==> config.mk <==
export PLATFORM = sky130hd
export DESIGN_NAME = apb_master_bridge_flat
export DESIGN_NICKNAME = d
export VERILOG_FILES = /design/src/rtl/apb_master_bridge_if.sv /design/src/rtl/apb_master_bridge.sv /design/src/flat_wrapper.sv
export SDC_FILE = /design/constraint.sdc
export NUM_CORES = 1
export LEC_CHECK = 0
export ABC_AREA = 0
export CORE_MARGIN = 5
export CORE_UTILIZATION = 42
export CTS_BUF_LIST = sky130_fd_sc_hd__clkbuf_8
export CTS_CLUSTER_DIAMETER = 30
export DETAILED_ROUTE_END_ITERATION = 6
export GPL_TIMING_DRIVEN = 0
export PLACE_DENSITY = 0.83
export SYNTH_ARGS = -nofsm -noshare
export SYNTH_HDL_FRONTEND = slang
export SYNTH_SLANG_ARGS = --single-unit
==> constraint.sdc <==
create_clock -name pclk -period 1.9 [get_ports pclk]
set_input_delay 0.475 -clock pclk [delete_from_list [all_inputs] [get_ports pclk]]
set_output_delay 0.475 -clock pclk [all_outputs]
set_load 0.03 [all_outputs]
==> src/rtl/apb_master_bridge_if.sv <==
// apb_master_bridge_if: host command/response channels plus APB requester bus for apb_master_bridge.
interface apb_master_bridge_if #(parameter int ADDR_WIDTH = 8, parameter int DATA_WIDTH = 32);
  logic                  cmd_valid;
  logic                  cmd_ready;
  logic                  cmd_write;
  logic [ADDR_WIDTH-1:0] cmd_addr;
  logic [DATA_WIDTH-1:0] cmd_wdata;
  logic                  rsp_valid;
  logic                  rsp_ready;
  logic [DATA_WIDTH-1:0] rsp_rdata;
  logic                  rsp_slverr;
  logic                  rsp_timeout;
  logic                  psel;
  logic                  penable;
  logic                  pwrite;
  logic [ADDR_WIDTH-1:0] paddr;
  logic [DATA_WIDTH-1:0] pwdata;
  logic [DATA_WIDTH-1:0] prdata;
  logic                  pready;
  logic                  pslverr;
  modport master (
    input  cmd_valid, cmd_write, cmd_addr, cmd_wdata, rsp_ready, prdata, pready, pslverr,
    output cmd_ready, rsp_valid, rsp_rdata, rsp_slverr, rsp_timeout, psel, penable, pwrite, paddr, pwdata
  );
  modport slave (
    output cmd_valid, cmd_write, cmd_addr, cmd_wdata, rsp_ready, prdata, pready, pslverr,
    input  cmd_ready, rsp_valid, rsp_rdata, rsp_slverr, rsp_timeout, psel, penable, pwrite, paddr, pwdata
  );
endinterface

==> src/rtl/apb_master_bridge.sv <==
// apb_master_bridge: single-outstanding APB requester driven by a valid/ready command/response host channel.
// Optional ACCESS-phase watchdog enabled by defining APB_MASTER_TIMEOUT_EN.
module apb_master_bridge #(
  parameter int ADDR_WIDTH     = 8,
  parameter int DATA_WIDTH     = 32,
  parameter int TIMEOUT_CYCLES = 16
) (
  input logic                    pclk,
  input logic                    preset_n,
  apb_master_bridge_if.master    bus
);
  typedef enum logic [1:0] {IDLE, SETUP, ACCESS, RESP} state_t;
  state_t                r_state;
  logic                  r_init_done;
  logic                  r_psel;
  logic                  r_penable;
  logic                  r_pwrite;
  logic [ADDR_WIDTH-1:0] r_paddr;
  logic [DATA_WIDTH-1:0] r_pwdata;
  logic                  r_rsp_valid;
  logic [DATA_WIDTH-1:0] r_rsp_rdata;
  logic                  r_rsp_slverr;
  logic                  w_cmd_ready;
  assign w_cmd_ready    = (r_state == IDLE) && r_init_done;
  assign bus.cmd_ready  = w_cmd_ready;
  assign bus.psel       = r_psel;
  assign bus.penable    = r_penable;
  assign bus.pwrite     = r_pwrite;
  assign bus.paddr      = r_paddr;
  assign bus.pwdata     = r_pwdata;
  assign bus.rsp_valid  = r_rsp_valid;
  assign bus.rsp_rdata  = r_rsp_rdata;
  assign bus.rsp_slverr = r_rsp_slverr;
`ifdef APB_MASTER_TIMEOUT_EN
  localparam int CW = $clog2(TIMEOUT_CYCLES + 1);
  logic [CW-1:0] r_cnt;
  logic          r_rsp_timeout;
  logic          w_expire;
  // Abort on the wait cycle that would bring the count to TIMEOUT_CYCLES.
  assign w_expire        = (r_cnt == CW'(TIMEOUT_CYCLES - 1));
  assign bus.rsp_timeout = r_rsp_timeout;
`else
  assign bus.rsp_timeout = 1'b0;
`endif
  always_ff @(posedge pclk or negedge preset_n) begin
    if (!preset_n) begin
      r_state      <= IDLE;
      r_init_done  <= 1'b0;
      r_psel       <= 1'b0;
      r_penable    <= 1'b0;
      r_pwrite     <= 1'b0;
      r_paddr      <= '0;
      r_pwdata     <= '0;
      r_rsp_valid  <= 1'b0;
      r_rsp_rdata  <= '0;
      r_rsp_slverr <= 1'b0;
`ifdef APB_MASTER_TIMEOUT_EN
      r_cnt         <= '0;
      r_rsp_timeout <= 1'b0;
`endif
    end else begin
      r_init_done <= 1'b1;
      case (r_state)
        IDLE: if (bus.cmd_valid && w_cmd_ready) begin
          r_pwrite <= bus.cmd_write;
          r_paddr  <= bus.cmd_addr;
          r_pwdata <= bus.cmd_wdata;
          r_psel   <= 1'b1;
          r_state  <= SETUP;
        end
        SETUP: begin
          r_penable <= 1'b1;
          r_state   <= ACCESS;
`ifdef APB_MASTER_TIMEOUT_EN
          r_cnt     <= '0;
`endif
        end
        ACCESS: begin
          if (bus.pready) begin
            r_psel       <= 1'b0;
            r_penable    <= 1'b0;
            r_rsp_rdata  <= r_pwrite ? '0 : bus.prdata;
            r_rsp_slverr <= bus.pslverr;
            r_rsp_valid  <= 1'b1;
            r_state      <= RESP;
`ifdef APB_MASTER_TIMEOUT_EN
            r_rsp_timeout <= 1'b0;
`endif
          end
`ifdef APB_MASTER_TIMEOUT_EN
          else if (w_expire) begin
            r_psel        <= 1'b0;
            r_penable     <= 1'b0;
            r_rsp_rdata   <= '0;
            r_rsp_slverr  <= 1'b1;
            r_rsp_timeout <= 1'b1;
            r_rsp_valid   <= 1'b1;
            r_state       <= RESP;
          end else r_cnt <= r_cnt + 1'b1;
`endif
        end
        RESP: if (bus.rsp_ready) begin
          r_rsp_valid <= 1'b0;
          r_state     <= IDLE;
        end
        default: r_state <= IDLE;
      endcase
    end
  end
endmodule

==> src/flat_wrapper.sv <==
// flat-port wrapper written by rule: the top's interface ports become plain ports
module apb_master_bridge_flat 
#(
  parameter int ADDR_WIDTH     = 8,
  parameter int DATA_WIDTH     = 32,
  parameter int TIMEOUT_CYCLES = 16
)
  (pclk, preset_n, bus_cmd_valid, bus_cmd_write, bus_cmd_addr, bus_cmd_wdata, bus_rsp_ready, bus_prdata, bus_pready, bus_pslverr, bus_cmd_ready, bus_rsp_valid, bus_rsp_rdata, bus_rsp_slverr, bus_rsp_timeout, bus_psel, bus_penable, bus_pwrite, bus_paddr, bus_pwdata);
  apb_master_bridge_if #(.ADDR_WIDTH(ADDR_WIDTH), .DATA_WIDTH(DATA_WIDTH)) bus_i ();
  input logic pclk;
  input logic preset_n;
  input wire logic [$bits(bus_i.cmd_valid)-1:0] bus_cmd_valid;
  input wire logic [$bits(bus_i.cmd_write)-1:0] bus_cmd_write;
  input wire logic [$bits(bus_i.cmd_addr)-1:0] bus_cmd_addr;
  input wire logic [$bits(bus_i.cmd_wdata)-1:0] bus_cmd_wdata;
  input wire logic [$bits(bus_i.rsp_ready)-1:0] bus_rsp_ready;
  input wire logic [$bits(bus_i.prdata)-1:0] bus_prdata;
  input wire logic [$bits(bus_i.pready)-1:0] bus_pready;
  input wire logic [$bits(bus_i.pslverr)-1:0] bus_pslverr;
  output wire logic [$bits(bus_i.cmd_ready)-1:0] bus_cmd_ready;
  output wire logic [$bits(bus_i.rsp_valid)-1:0] bus_rsp_valid;
  output wire logic [$bits(bus_i.rsp_rdata)-1:0] bus_rsp_rdata;
  output wire logic [$bits(bus_i.rsp_slverr)-1:0] bus_rsp_slverr;
  output wire logic [$bits(bus_i.rsp_timeout)-1:0] bus_rsp_timeout;
  output wire logic [$bits(bus_i.psel)-1:0] bus_psel;
  output wire logic [$bits(bus_i.penable)-1:0] bus_penable;
  output wire logic [$bits(bus_i.pwrite)-1:0] bus_pwrite;
  output wire logic [$bits(bus_i.paddr)-1:0] bus_paddr;
  output wire logic [$bits(bus_i.pwdata)-1:0] bus_pwdata;
  assign bus_i.cmd_valid = bus_cmd_valid;
  assign bus_i.cmd_write = bus_cmd_write;
  assign bus_i.cmd_addr = bus_cmd_addr;
  assign bus_i.cmd_wdata = bus_cmd_wdata;
  assign bus_i.rsp_ready = bus_rsp_ready;
  assign bus_i.prdata = bus_prdata;
  assign bus_i.pready = bus_pready;
  assign bus_i.pslverr = bus_pslverr;
  assign bus_cmd_ready = bus_i.cmd_ready;
  assign bus_rsp_valid = bus_i.rsp_valid;
  assign bus_rsp_rdata = bus_i.rsp_rdata;
  assign bus_rsp_slverr = bus_i.rsp_slverr;
  assign bus_rsp_timeout = bus_i.rsp_timeout;
  assign bus_psel = bus_i.psel;
  assign bus_penable = bus_i.penable;
  assign bus_pwrite = bus_i.pwrite;
  assign bus_paddr = bus_i.paddr;
  assign bus_pwdata = bus_i.pwdata;
  apb_master_bridge #(.ADDR_WIDTH(ADDR_WIDTH), .DATA_WIDTH(DATA_WIDTH), .TIMEOUT_CYCLES(TIMEOUT_CYCLES)) u_core (.pclk(pclk), .preset_n(preset_n), .bus(bus_i));
endmodule
# Word level (Yosys, flattened, before mapping)
# Cells that the tools add are included.
# word_totals
register_bits,80
latchBits,0
ramBits,0
mem_bits_ro,0
inputBits,79
elab_cells,40
memories,0
# classes
addsub,0
n_mul,0
n_div,0
n_lt_le_gt_ge,0
eq_ne,6
shifts,0
n_mux,12
bitwise_logic,0
reduce_logical,12
# ops
op,n
32-bit two-way mux,1
3-bit AND reduction,3
2-bit case mux with 4 select lines,1
2-bit two-way mux,3
"2-bit inequality test, second input constant",3
1-bit case mux with 2 select lines,3
2-bit AND reduction,3
2-bit nonzero test,3
"2-bit equality test, second input constant",2
1-bit two-way mux,4
"2-bit by 1-bit equality test with 1-bit output, second input constant",1
1-bit logical AND,2
2-bit zero test,1

# Depth between registers and ports, before layout
# logic_depth
word_depth,5
depth_mapped,7
depth_no_buf,5

# Worst setup path after synthesis
# Ideal clock, no wire load.
# synth_timing
path_type,register to register
start,register u_core.r_state[0]
end,register u_core.r_paddr[0] (netlist: u_core.bus.paddr[0])
setup_time_ns,0.125
arrival_ns,1.458
t_required_ns,1.775
path_slack_ns,0.317
path_stages_with_launch,7
path_buffers,1
period_less_slack_ns,1.583
path_cell_list,dfrtp_1 -> inv_1 -> ha_1 -> and2_2 -> nand2_4 -> buf_6 -> mux2_2
# synth_via
elab_chain_len,4
# synth_lines
element,line,rtl
start: declaration,apb_master_bridge.sv:13,state_t r_state;
start signal: assignment,apb_master_bridge.sv:47,r_state <= IDLE;
start signal: assignment,apb_master_bridge.sv:69,r_state <= SETUP;
start signal: assignment,apb_master_bridge.sv:73,r_state <= ACCESS;
2-bit zero test,apb_master_bridge.sv:24,assign w_cmd_ready = (r_state == IDLE) && r_init_done;
1-bit logical AND,apb_master_bridge.sv:24,
via bus_cmd_ready,flat_wrapper.sv:20,output wire logic [$bits(bus_i.cmd_ready)-1:0] bus_cmd_ready;
1-bit logical AND,apb_master_bridge.sv:64,IDLE: if (bus.cmd_valid && w_cmd_ready) begin
2-bit AND reduction (no line),-,
end signal: assignment,apb_master_bridge.sv:66,r_paddr <= bus.cmd_addr;
end: declaration,apb_master_bridge.sv:18,logic [ADDR_WIDTH-1:0] r_paddr;
# The timed path passes the listed nets, and every way through them passes these cells.
# A chain may end at the register's enable or synchronous reset.

# Worst setup path in the final report
# layout_timing
start,register u_core.r_rsp_rdata[19] (netlist: u_core.bus.rsp_rdata[19])
end,output bus_rsp_rdata[19]
# layout_lines
element,line,rtl
start: declaration,apb_master_bridge.sv:21,logic [DATA_WIDTH-1:0] r_rsp_rdata;
start signal: assignment,apb_master_bridge.sv:82,r_rsp_rdata <= r_pwrite ? '0 : bus.prdata;
end: declaration,flat_wrapper.sv:22,output wire logic [$bits(bus_i.rsp_rdata)-1:0] bus_rsp_rdata;
# No word-level cell between the ends.

==> impl_metrics.tcl <==
set metrics [dict create \
    fin_nets 514 \
    worst_hold_path_depth 2 \
    port_buffers 156 \
    grt_max_degree 64 \
    timing_max_transition_violations_final 0 \
    synth_area_leader_cell "dfrtp_1" \
    crit_path_max_delay_cell_type "clkdlybuf4s50_1" \
    setup.reg_to_reg.worst_slack_ns 0.18 \
    dpl_worst_slack_ns -0.163 \
    family_of_cells_with_the_greatest_summed_delay_on_the_critical_path "buffers and inverters" \
    ys_flop_type "dfrtp_1" \
    fin_ws_ns 0.0398 \
    synth_largest_type_area_fraction_pct 61.6 \
    setup.worst_path.start_class "flop" \
    critical-path-max-stage-delay_ns 0.70 \
    wl_per_cell_um 15.7 \
    totalWireLength_um 8410 \
    first_global_vias 2729 \
    type_of_the_tightest_min_delay_check "reg2reg" \
    grt_antenna_before_repair 0 \
    total_net_switching_power_uw 3850 \
    num_rows 32 \
    mappedNetlistArea_um2 3250 \
    clock_sinks 80 \
    p_int_uw 5450 \
    stdcell_count 537 \
    globalRouteOverflowTotal 0 \
    core-area_um2 7650 \
    async_flop_share_pct 100 \
    synth_enable_flop_cells 0 \
    vdd_ir_drop_max_mv 0.802 \
    total_of_flip_flops_plus_latches_after_synthesis 80 \
    final-setup-viol-count 0 \
    areaGrowthSynthToFinish_pct 61.5 \
    antenna-diode-count 0 \
    gpl.final_weighted_congestion 0.756 \
    tritoncts "done" \
    post_cts_buffers 0 \
    worstPathRequired_ns 1.42 \
    detail_route.drc_violations 0 \
    dp_hpwl_um 6360 \
    design_power_total_uw 9300 \
    worst-path-max-fanout 2 \
    clockRootBuffer "clkbuf_8" \
    run_status "complete, no violations" \
    finalSetupTns_ns 0 \
    power.sequential.fraction_pct 32.0 \
    setup_repair_after_global_routing_missed_its_margin "no" \
    netlist-cell-type-count 22 \
    dp.cells 520 \
    share_clk_of_total_power_pct 13.8 \
    setup.worst_path.end_class "output port" \
    proportion_of_power_drawn_by_combinational_gates_pct 54.2 \
    drt_first_pass_iters 4 \
    ys_seq_area_share_pct 61.6 \
    initial_utilization_pct 42.5 \
    post-route-period-util_pct 97.9 \
    leakagePower_uw 0.00254 \
    die_height_um 98.0 \
    holdCritStartpoint "u_core.bus.rsp_rdata[17]" \
    final.setup_skew_ns 0.0102 \
    critical_path.cell_chain "clkdlybuf4s50_1" \
    dr_total_vias 2514 \
    period_minus_slack_ns 1.86 \
    r2r_cells 7 \
    holdPathEnd "u_core.bus.rsp_rdata[17]" \
    cellPowerDensity_nw_per_um2 1770 \
    power.share.switching_pct 41.4 \
    dr.first_iter.drc_count 32 \
    reg2reg_to "u_core.bus.rsp_rdata[24]" \
    h-tree-depth 3 \
    criticalPathCategory "reg2out" \
    synth.net_count 345 \
    max-cap-violations 0 \
    syn-mean-instance-area_um2 12.5 \
    finalHoldViolCount 0 \
    clkLatencyLatePin_ns 0.34 \
    die-area_um2 9600 \
    io_pins 158 \
    globalRouteTotalUtil_pct 17.4 \
    fmax_ghz 0.538 \
    die_width_um 98.0 \
    netlist_top_cells_area "dfrtp_1 62%, mux2_2 14%, nand2b_1 6.2%" \
    grt_pass1_wl_um 13400 \
    share_of_final_layout_standard_cells_stronger_than_drive_strength_1_pct 17.0 \
    crit_arrival_ns 1.39 \
    detail-route-antenna-nets 0 \
    cts.clk_slew.worst_paths_ns 0.08 \
    dr_vias_cell 4.68 \
    synthesis.yosys.warnings 0 \
    cts_inserted_buffers 9 \
    layout.core_utilization_pct 68.7 \
    critical_path_buf_inv_count 1 \
    timing.rr.start "u_core.r_state[0]" \
    cts_buffer_depth 2 \
    postSynthCellCount 261 \
]
area by class of cell:
class / instances / area, um^2
buffer: 15 / 95.1
tap: 102 / 128
inverter: 4 / 15.0
clock buffer: 11 / 151
clock inverter: 5 / 55.1
timing repair buffer: 158 / 1660
fill: 592 / 2400
multi-input combinational: 162 / 1140
sequential: 80 / 2000
layer usage:
layer / track usage, % / part of all wire, % / up-vias
met2: 29.5 / 51 / 95
met5: 0 / 0 / -
li1: - / - / 1199
met3: 4.64 / 6.4 / 15
met1: 21.0 / 40 / 1205
met4: 7.35 / 2.6 / 0
logic make-up after synthesis:
kind of cell	count (synthesis)	share of synthesized area [%]
compound gates	41	6.74
fa+ha+maj	5	1.92
buf+inv	19	3.35
flops	80	61.6
mux	44	15.2
other cells	2	0.231
simple gates	70	11.0
flip-flops by register name (all words and copies together), names as in the netlist:
name / flops
u_core.bus.rsp_rdata: 32
u_core.r_state: 2
u_core.r_init_done: 1
u_core.bus.pwrite: 1
u_core.bus.paddr: 8
u_core.bus.pwdata: 32
u_core.bus.psel: 1
u_core.bus.penable: 1
u_core.bus.rsp_slverr: 1
u_core.bus.rsp_valid: 1
worst max-delay path by stage:
stage                             start                   end  slack (ns)  depth (start not counted)
3_3_place_gp                   preset_n  u_core.bus.pwdata[6]       -2.45                          1
3_5_place_dp          u_core.r_state[0]         bus_cmd_ready       -0.16                          4
4_1_cts               u_core.r_state[1]         bus_cmd_ready       0.007                          4
6_report       u_core.bus.rsp_rdata[19]     bus_rsp_rdata[19]        0.04                          1
5_1_grt        u_core.bus.rsp_rdata[28]     bus_rsp_rdata[28]       0.001                          1
2_1_floorplan         u_core.r_state[0]   u_core.bus.paddr[0]        0.32                          6
synthesized netlist by cell type, drive strengths merged, types with 2 or more instances:
cell type	number
a21oi	2
buf	8
clkbuf	7
conb	2
dfrtp	80
ha	5
inv	4
mux2	43
nand2	34
nand2b	32
nor2	2
o21ai	36
stage by stage:
| stage | hold WS [ns] | instance area [um^2] |
|---|---|---|
| 2_1_floorplan | 0.179 | 3250 |
| 3_3_place_gp | 0.461 | 4940 |
| 3_5_place_dp | 0.367 | 4960 |
| 4_1_cts | 0.488 | 5180 |
| 5_1_grt | 0.506 | 5250 |
| 6_report | 0.474 | 5250 |
power by group through the flow:
| stage | Clock (uW) | Sequential (uW) | Combinational (uW) |
|---|---|---|---|
| 6_report | 1290 | 2980 | 5040 |
| 5_1_grt | 1390 | 3090 | 5350 |
| 4_1_cts | 1310 | 3000 | 5140 |
| 3_5_place_dp | 0 | 3030 | 5130 |
| 3_3_place_gp | 0 | 2970 | 5030 |
| 2_1_floorplan | 0 | 4620 | 1250 |
cells in the final DEF (no fill, tap or decap), types with 2 or more instances in the layout:
cell             count
clkinvlp_4           2
clkdlybuf4s50_1    126
a21oi_1              2
ha_1                 4
nand2_1             33
dlygate4sd2_1        2
buf_6                5
mux2_2              40
inv_2                2
buf_4                2
inv_1                2
nand2b_1            32
o21ai_0             36
clkbuf_1             6
clkinv_2             2
mux2_1               3
clkbuf_8            11
buf_2                3
dlymetal6s2s_1      26
conb_1               2
nor2_1               2
dfrtp_1             80
what timing repair did:
item,CTS,global route
endpoints found under the setup margin,3,29
hold buffers,1,0
hold endpoints to repair,16,0
resized for setup,10,31
Power figures use the tool's default switching activity.
==> RTL edit, RTL diff (same flow settings) <==
`ADDR_WIDTH` is set to 8 in 3 places; all go to 9.
--- a/src/rtl/apb_master_bridge_if.sv
+++ b/src/rtl/apb_master_bridge_if.sv
@@ -1,4 +1,4 @@
 // apb_master_bridge_if: host command/response channels plus APB requester bus for apb_master_bridge.
-interface apb_master_bridge_if #(parameter int ADDR_WIDTH = 8, parameter int DATA_WIDTH = 32);
+interface apb_master_bridge_if #(parameter int ADDR_WIDTH = 9, parameter int DATA_WIDTH = 32);
   logic                  cmd_valid;
   logic                  cmd_ready;
--- a/src/rtl/apb_master_bridge.sv
+++ b/src/rtl/apb_master_bridge.sv
@@ -2,5 +2,5 @@
 // Optional ACCESS-phase watchdog enabled by defining APB_MASTER_TIMEOUT_EN.
 module apb_master_bridge #(
-  parameter int ADDR_WIDTH     = 8,
+  parameter int ADDR_WIDTH     = 9,
   parameter int DATA_WIDTH     = 32,
   parameter int TIMEOUT_CYCLES = 16
--- a/src/flat_wrapper.sv
+++ b/src/flat_wrapper.sv
@@ -2,5 +2,5 @@
 module apb_master_bridge_flat 
 #(
-  parameter int ADDR_WIDTH     = 8,
+  parameter int ADDR_WIDTH     = 9,
   parameter int DATA_WIDTH     = 32,
   parameter int TIMEOUT_CYCLES = 16
Interface: changed (resized bus_cmd_addr and bus_paddr); port bits go from 158 to 160. The function was not compared with the original's and may differ.
==> RTL edit against the original RTL <==
- via count grew 1.6%
- power grew 2.0%
- worst setup slack gained 0.0081 ns
- largest power group unchanged
- design area grew 0.98%
- sequential cell count grew 1
- routed wire length grew 2.7%
- area after synthesis grew 1.1%
==> RTL edit: results (changes against the original RTL) <==
| Metric | Value |
|---|---|
| Total global-route track usage | `18.2% (was 17.4%)` |
| Leak pwr | `2.60 nW (was 2.54 nW)` |
| Vias/cell | `4.73 (was 4.68)` |
| Routed wire per std cell | `16.0 µm (was 15.7 µm)` |
| Syn nets | `348 (was 345)` |
| Sequential area share after synthesis | `61.7% (was 61.6%)` |
| Min-delay worst type | `primary input to async pin (was flop to flop)` |
| First-pass GRT wire length | `14.0 mm (was 13.4 mm)` |
| Routed WL | `8.63 mm (was 8.41 mm)` |
| Outcome | `finished clean (unchanged)` |
| GR Util met2 | `31.9% (was 29.5%)` |
| Largest net degree at the start of global routing | `42 (was 64)` |
| CP peak stage delay | `0.69 ns` |
| Worst-margin pin slew | `0.545 ns` |
| Routability cong. | `0.730 (was 0.756)` |
| Max IR drop VDD | `0.803 mV (was 0.802 mV)` |
| Cells after Synth | `263 (was 261)` |
| DP Wirelength | `6.64 mm (was 6.36 mm)` |
| R2r setup slk | `0.23 ns (was 0.18 ns)` |
| Starting DRT DRC Count | `88 (was 32)` |
| GRT met1 Usage | `21.6% (was 21.0%)` |
| Port Buffers | `158 (was 156)` |
| Placed Area | `5010 µm² (was 4960 µm²)` |
| Vias in the first global route | `2737 (was 2729)` |
| Synth area leaders | `dfrtp_1 62%, mux2_2 15%, nand2b_1 6.1% (was dfrtp_1 62%, mux2_2 14%, nand2b_1 6.2%)` |
| Inst Count DP | `524 (was 520)` |
| Grt met3 use | `4.81% (was 4.64%)` |
| Clock Skew | `0.00915 ns (was 0.0102 ns)` |
RTL edit: area by class of cell:
cell class / instances / area, µm²
Buffer: 15 / 97.6
Clock buffer: 11 / 151
Clock inverter: 5 / 71.3
Fill cell: 597 / 2390
Inverter: 4 / 15.0
Multi-Input combinational cell: 163 / 1150
Sequential cell: 81 / 2030
Tap cell: 102 / 128
Timing Repair Buffer: 159 / 1660
RTL edit: worst paths after layout:
kind | startpoint | end | cells past startpoint
hold / removal | preset_n | u_core.bus.paddr[7] | 1
max in group asynchronous | preset_n | u_core.bus.pwdata[3] | 2
hold reg to reg | u_core.bus.rsp_rdata[8] | u_core.bus.rsp_rdata[8] | 2
min in group pclk | u_core.bus.rsp_rdata[8] | u_core.bus.rsp_rdata[8] | 2
setup reg to reg | u_core.r_state[0] | u_core.bus.pwdata[16] | 6
setup / recovery | u_core.bus.rsp_rdata[3] | bus_rsp_rdata[3] | 1
RTL edit: per-stage QoR:
step	utilization [%]	hold slack, ns	worst slack, ns
3_3_place_gp	65.0	0.463	-2.52
2_1_floorplan	-	0.179	0.324
6_report	69.0	0.114	0.0479
5_1_grt	69.0	0.141	-0.0143
3_5_place_dp	65.2	0.470	-0.0917
4_1_cts	68.0	0.124	0.00571
RTL edit: repair_timing:
action | in CTS | in global routing
hold endpoints to repair | 0 | 0
pin swaps | 0 | 0
resized for setup | 7 | 34
setup endpoints to repair | 3 | 37
hold buffers | 0 | 0
RTL edit: kinds of logic after synthesis:
| family | share of synthesized area [%] |
|---|---|
| flip-flops | 61.7 |
| AND/OR/NAND/NOR | 10.7 |
| multiplexers | 15.4 |
| AO/OA/AOI/OAI | 6.66 |
| buffers and inverters | 3.39 |
| adder cells (fa/ha/maj) | 1.90 |
| other | 0.229 |
RTL edit: routing by layer:
| layer | routed length, µm | vias up | part of all wire (%) |
|---|---|---|---|
| li1 | - | 1206 | - |
| met1 | 3370 | 1253 | 39 |
| met2 | 4620 | 82 | 54 |
| met3 | 445 | 13 | 5.2 |
| met4 | 202 | 0 | 2.3 |
| met5 | 0 | - | 0 |
RTL edit: report_power, final:
group / switching (W) / leakage [nW] / internal (W)
Sequential: 0.000449 / 0.993 / 0.00257
Combinational: 0.00282 / 1.49 / 0.00226
Clock: 0.000581 / 0.123 / 0.000800
Total: 0.00385 / 2.60 / 0.00563
